[src/rtl/note_lane_engine.sv]
// Note-track engine: N falling-note lanes fed from pattern RAM, per-tick hit judging,
// saturating BCD score, streak counter and an IDLE/RUN/PAUSE/DONE controller.
module note_lane_engine #(
  parameter int NUM_TRACKS   = 4,
  parameter int PATTERN_BITS = 4,
  parameter int FALL_DEPTH   = 4,
  parameter int ADDR_W       = 7,
  parameter int SCORE_DIGITS = 4
) (
  input  logic                               CLOCK_50,
  input  logic                               reset_n,
  input  logic                               tick,
  input  logic                               start,
  input  logic                               pause,
  input  logic [ADDR_W-1:0]                  end_addr,
  input  logic [NUM_TRACKS-1:0]              key_n,
  output logic [ADDR_W-1:0]                  pat_addr,
  input  logic [NUM_TRACKS*PATTERN_BITS-1:0] pat_data,
  output logic [NUM_TRACKS-1:0]              lane_bot,
  output logic [4*SCORE_DIGITS-1:0]          score_bcd,
  output logic [7:0]                         streak,
  output logic                               hit,
  output logic                               miss,
  output logic [1:0]                         state
);

  localparam int PH_W = (PATTERN_BITS > 1) ? $clog2(PATTERN_BITS) : 1;
  localparam int DR_W = $clog2(FALL_DEPTH + PATTERN_BITS + 1);
  localparam logic [PH_W-1:0] LAST_PHASE = PH_W'(PATTERN_BITS - 1);
  localparam logic [DR_W-1:0] DRAIN_STEPS = DR_W'(FALL_DEPTH + PATTERN_BITS);
  localparam logic [4*SCORE_DIGITS-1:0] ALL_NINES = {SCORE_DIGITS{4'h9}};

  typedef enum logic [1:0] {
    IDLE  = 2'b00,
    RUN   = 2'b01,
    PAUSE = 2'b10,
    DONE  = 2'b11
  } state_t;

  state_t cur_state, nxt_state;

  logic [NUM_TRACKS-1:0]   key_meta, key_sync, press;
  logic                    pause_q, pause_rise;
  logic                    clear_run, step, load_now, draining, drain_last;
  logic [PH_W-1:0]         phase;
  logic [DR_W-1:0]         drain_cnt;
  logic [PATTERN_BITS-1:0] load_reg [NUM_TRACKS];
  logic [FALL_DEPTH-1:0]   fall_reg [NUM_TRACKS];

  function automatic logic [4*SCORE_DIGITS-1:0] bcd_inc(input logic [4*SCORE_DIGITS-1:0] v);
    logic [4*SCORE_DIGITS-1:0] r;
    logic                      carry;
    r     = v;
    carry = 1'b1;
    if (v != ALL_NINES) begin
      for (int i = 0; i < SCORE_DIGITS; i++) begin
        if (carry) begin
          if (r[i*4 +: 4] == 4'd9) begin
            r[i*4 +: 4] = 4'd0;
          end else begin
            r[i*4 +: 4] = r[i*4 +: 4] + 4'd1;
            carry       = 1'b0;
          end
        end
      end
    end
    return r;
  endfunction

  // Buttons are asynchronous; press is the synchronised, inverted level.
  always_ff @(posedge CLOCK_50 or negedge reset_n) begin
    if (!reset_n) begin
      key_meta <= '1;
      key_sync <= '1;
      pause_q  <= 1'b0;
    end else begin
      key_meta <= key_n;
      key_sync <= key_meta;
      pause_q  <= pause;
    end
  end

  assign press      = ~key_sync;
  assign pause_rise = pause & ~pause_q;
  assign step       = tick & (cur_state == RUN) & ~pause_rise;
  assign load_now   = step & (phase == LAST_PHASE) & ~draining;
  assign drain_last = step & draining & (drain_cnt == DR_W'(1));
  assign state      = cur_state;

  always_ff @(posedge CLOCK_50 or negedge reset_n) begin
    if (!reset_n) cur_state <= IDLE;
    else          cur_state <= nxt_state;
  end

  always_comb begin
    nxt_state = cur_state;
    clear_run = 1'b0;
    case (cur_state)
      IDLE, DONE: begin
        if (start) begin
          nxt_state = RUN;
          clear_run = 1'b1;
        end
      end
      RUN: begin
        if (pause_rise)      nxt_state = PAUSE;
        else if (drain_last) nxt_state = DONE;
      end
      PAUSE: begin
        if (pause_rise) nxt_state = RUN;
      end
      default: nxt_state = IDLE;
    endcase
  end

  // After the final word is loaded no further loads occur; the drain counter
  // lets its last bit reach the bottom and be judged before DONE.
  always_ff @(posedge CLOCK_50 or negedge reset_n) begin
    if (!reset_n) begin
      for (int t = 0; t < NUM_TRACKS; t++) begin
        load_reg[t] <= '0;
        fall_reg[t] <= '0;
      end
      phase     <= '0;
      pat_addr  <= '0;
      draining  <= 1'b0;
      drain_cnt <= '0;
    end else if (clear_run) begin
      for (int t = 0; t < NUM_TRACKS; t++) begin
        load_reg[t] <= '0;
        fall_reg[t] <= '0;
      end
      phase     <= '0;
      pat_addr  <= '0;
      draining  <= 1'b0;
      drain_cnt <= '0;
    end else if (step) begin
      for (int t = 0; t < NUM_TRACKS; t++) begin
        fall_reg[t] <= (fall_reg[t] << 1) | FALL_DEPTH'(load_reg[t][PATTERN_BITS-1]);
        if (load_now) load_reg[t] <= pat_data[t*PATTERN_BITS +: PATTERN_BITS];
        else          load_reg[t] <= load_reg[t] << 1;
      end
      phase <= (phase == LAST_PHASE) ? '0 : phase + PH_W'(1);
      if (load_now) begin
        if (pat_addr == end_addr) begin
          draining  <= 1'b1;
          drain_cnt <= DRAIN_STEPS;
        end else begin
          pat_addr <= pat_addr + ADDR_W'(1);
        end
      end else if (draining && drain_cnt != '0) begin
        drain_cnt <= drain_cnt - DR_W'(1);
      end
    end
  end

  always_comb begin
    lane_bot = '0;
    for (int t = 0; t < NUM_TRACKS; t++) lane_bot[t] = fall_reg[t][FALL_DEPTH-1];
  end

  // Judging sees lane_bot and press before this step's shift takes effect.
  always_ff @(posedge CLOCK_50 or negedge reset_n) begin
    if (!reset_n) begin
      score_bcd <= '0;
      streak    <= '0;
      hit       <= 1'b0;
      miss      <= 1'b0;
    end else begin
      hit  <= 1'b0;
      miss <= 1'b0;
      if (clear_run) begin
        score_bcd <= '0;
        streak    <= '0;
      end else if (step) begin
        if (press == lane_bot && lane_bot != '0) begin
          hit       <= 1'b1;
          score_bcd <= bcd_inc(score_bcd);
          streak    <= (streak == 8'hFF) ? streak : streak + 8'd1;
        end else if (press != lane_bot) begin
          miss   <= 1'b1;
          streak <= '0;
        end
      end
    end
  end

endmodule

[config.mk]
export PLATFORM = sky130hd
export DESIGN_NAME = note_lane_engine
export DESIGN_NICKNAME = d
export VERILOG_FILES = /design/src/rtl/note_lane_engine.sv
export SDC_FILE = /design/constraint.sdc
export NUM_CORES = 1
export LEC_CHECK = 0
export CAP_MARGIN = 10
export CORE_ASPECT_RATIO = 0.75
export CORE_MARGIN = 1
export CORE_UTILIZATION = 55
export CTS_BUF_LIST = sky130_fd_sc_hd__clkbuf_4 sky130_fd_sc_hd__clkbuf_8
export DETAILED_ROUTE_END_ITERATION = 7
export PLACE_DENSITY = 0.82
export SETUP_SLACK_MARGIN = 0.1
export SLEW_MARGIN = 20
export SYNTH_ARGS = -nofsm -noshare
export SYNTH_HDL_FRONTEND = slang
export SYNTH_SLANG_ARGS = --single-unit
export TNS_END_PERCENT = 1
[constraint.sdc]
create_clock -name CLOCK_50 -period 2.6 [get_ports CLOCK_50]
set_clock_uncertainty 0.15 [all_clocks]
set_input_delay 0.52 -clock CLOCK_50 [delete_from_list [all_inputs] [get_ports CLOCK_50]]
set_output_delay 0.52 -clock CLOCK_50 [all_outputs]
set_load 0.03 [all_outputs]
==> impl_results.md <==
* Layout cells sized above 1 at 10.1%
* Hold_buf cts at 0
* Largest net degree at the start of global routing at 45
* Fillcell total at 551
* Die W at 102 µm
* First-pass DRT Iterations at 4
* # DRC at 0
* Max Fclk at 0.439 GHz
* H-tree depth at 3
* Most common cell after layout, fill and taps aside: nand2_1
* Gr ovfl total at 0
* Finished Layout Cells at 617
* Setup TNS at 0 ns
* Worst R2R End: score_bcd[7]
* Postcts setup bufs at 0
* Max Cap Viol at 0
* Worst-Margin Slew at 0.559 ns
* Largest stage delay on the critical path at 0.53 ns
* Initial antenna violation count at 0
* Clk sink count at 83
* Initial drt markers at 165
* GRT Resource Usage Total at 25.2%
* Status: finished clean
* Worst-path clk slew at 0.08 ns
* # setup viols final at 0
* Tcrit/Tclk final at 87.6%
* Synth Net Count at 483
* Worst R2R Start: score_bcd[9]
* Hold Worst Slack at 0.00693 ns
* I/O Buffers at 70
* Final GP Congestion at 0.824
* Most frequent cells in the layout: nand2_1, dfrtp_1, clkdlybuf4s50_1, nor2_1, a21oi_1
* Mapped Area at 4150 µm²
* Hold Fails Final Rpt at 0
* Vias at 3462
* Kind of critical path: reg -> reg
* Yosys reg bits at 83
* Worst Path Max Fanout at 6
* WP data required at 2.73 ns
* Worst-path cell with the longest stage delay: or4b_1
* Worst-Skew Late Latency at 0.36 ns
* Delay-heaviest family, CP: simple AND/OR/NAND/NOR gates
* Drt total wl at 8.98 mm
* Maximum VDD drop at 341 µV
* Vias/cell at 5.61
* Cells after synthesis at 435
* Root Buffer: clkbuf_8
* Avg Inst Size Synth at 9.55 µm²
* Sequential area share after synthesis at 50.3%
* Leakage power total at 2.26 nW
* Min-delay worst type: in -> async
* Vias in the first global route at 3258
* Setup WS pre-CTS at 0.0826 ns
* FP Rows at 27
* Initial Util at 56.6%
* Crit path DAT at 2.41 ns
* Final worst path period need at 2.28 ns
* Area grow syn2layout at 26.5%
* Reg2reg setup slack at 0.32 ns
* Final net count at 559
* Final worst-path setup slack at 0.323 ns
* RSZ-0062 raised after global routing: false
* Cell chain of the critical path: inv_1, ha_1, and3b_1, nand4bb_1, nand4_4, or4b_1, a31oi_1
* CTS Buf Count at 9
* Post-cts sizing count at 0
* DR WL/cell at 14.5 µm
* CORE AREA at 7330 µm²
* Slew margin rel. at 62.7%
* Die H at 77.3 µm
* Final HPWL DP at 6.33 mm
* First-pass GRT wire length at 15.3 mm
* TritonCTS clock tree: built
* Dpl cells at 601
* Worst path bufs/invs at 1
* Worst setup EP type: register
* Critical path launch point type: register
* Clock Path Buffers at 2
* Post-route cell area at 5250 µm²
* Full die area at 7910 µm²
* Pwr dens at 671 nW/µm²
* Yosys cell types at 50
* I/O pin total at 71
* Antenna cells at 0
* Worst reg2reg path depth at 7
* Ys Warns at 0
* Placed inst area at 5030 µm²
* Antenna-violating nets left at 0
* Pins Over Slew Limit at 0
worst reg2reg max path, stage by stage (launching register included):
cell and delay [ns]:
dfrtp_1 0.43, inv_1 0.07, ha_1 0.18, and3b_1 0.25, nand4bb_1 0.25, nand4_4 0.16
or4b_1 0.53, a31oi_1 0.17
Yosys cell counts, drive strengths merged:
library cell / n / area, µm²
nand2: 77 / 289
buf: 4 / 30.0
or3: 7 / 43.8
a311oi: 12 / 105
nand3: 9 / 45.0
o21a: 1 / 7.51
o31ai: 1 / 7.51
or4b: 1 / 10.0
xor2: 8 / 70.1
xnor2: 10 / 87.6
mux2: 2 / 22.5
o2111a: 1 / 11.3
nor4: 3 / 33.8
ha: 16 / 200
and3b: 2 / 17.5
and4: 2 / 17.5
nand4bb: 1 / 11.3
dfstp: 8 / 210
and2: 6 / 37.5
mux2i: 4 / 40.0
nor2b: 4 / 25.0
a21oi: 38 / 190
o221a: 1 / 11.3
a31oi: 7 / 43.8
a22oi: 4 / 30.0
a211oi: 5 / 37.5
o22ai: 1 / 6.26
o22a: 2 / 17.5
o211ai: 4 / 35.0
nand4: 7 / 71.3
a21boi: 1 / 7.51
nor3: 6 / 35.0
dfrtp: 75 / 1880
or4: 3 / 22.5
o21ai: 12 / 60.1
o211a: 1 / 10.0
nand3b: 2 / 15.0
o21ba: 1 / 10.0
nand2b: 4 / 25.0
inv: 16 / 60.1
or2: 1 / 6.26
nor2: 43 / 161
clkbuf: 16 / 60.1
and3: 6 / 37.5
area by class of cell:
| type | instances | area, µm² | share of cell area (%) |
|---|---|---|---|
| inverter | 16 | 60.1 | 1.14 |
| multi-input combinational | 316 | 1920 | 36.5 |
| sequential | 83 | 2090 | 39.7 |
| tap | 101 | 126 | 2.41 |
| clock inverter | 7 | 98.8 | 1.88 |
| timing repair buffer | 85 | 836 | 15.9 |
| clock buffer | 9 | 124 | 2.36 |
power breakdown:
| part | internal, W | total, W | leakage [nW] | switching [W] |
|---|---|---|---|---|
| Sequential | 0.00148 | 0.00158 | 1.11 | 0.000105 |
| Combinational | 0.000352 | 0.000914 | 1.04 | 0.000562 |
| Clock | 0.000547 | 0.00103 | 0.110 | 0.000483 |
| Total | 0.00237 | 0.00352 | 2.26 | 0.00115 |
metal layers:
| layer | vias up | wire length [µm] | track usage, % |
|---|---|---|---|
| li1 | 1665 | - | - |
| met1 | 1669 | 4160 | 34.6 |
| met2 | 115 | 4190 | 39.1 |
| met3 | 13 | 504 | 5.83 |
| met4 | 0 | 127 | 8.43 |
| met5 | - | 0 | 0 |
per-stage QoR:
step | util [%] | total power [W]
after floorplan | - | 0.00220
after detailed placement | 68.6 | 0.00252
final | 71.6 | 0.00352
after global placement | 68.6 | 0.00248
after global routing | 71.6 | 0.00373
after CTS | 71.6 | 0.00355
kinds of logic after synthesis:
logic type	count (synthesis)	synth area share, %
DFF	83	50.3
muxes	6	1.51
buffers and inverters	36	3.62
and+or+nand+nor	184	21.8
adders and majority gates	16	4.82
AOI/OAI and AO/OA	92	14.2
xor gates and xnor gates	18	3.80
worst max path at each step:
stage                 startpoint            to  depth (start not counted)
floorplan               state[0]  score_bcd[7]                          6
global placement           pause  score_bcd[7]                          7
detailed placement          tick  score_bcd[7]                          7
CTS                 score_bcd[1]  score_bcd[7]                          7
global route        score_bcd[1]  score_bcd[7]                          7
finish              score_bcd[9]  score_bcd[7]                          7
Power figures use the tool's default switching activity.
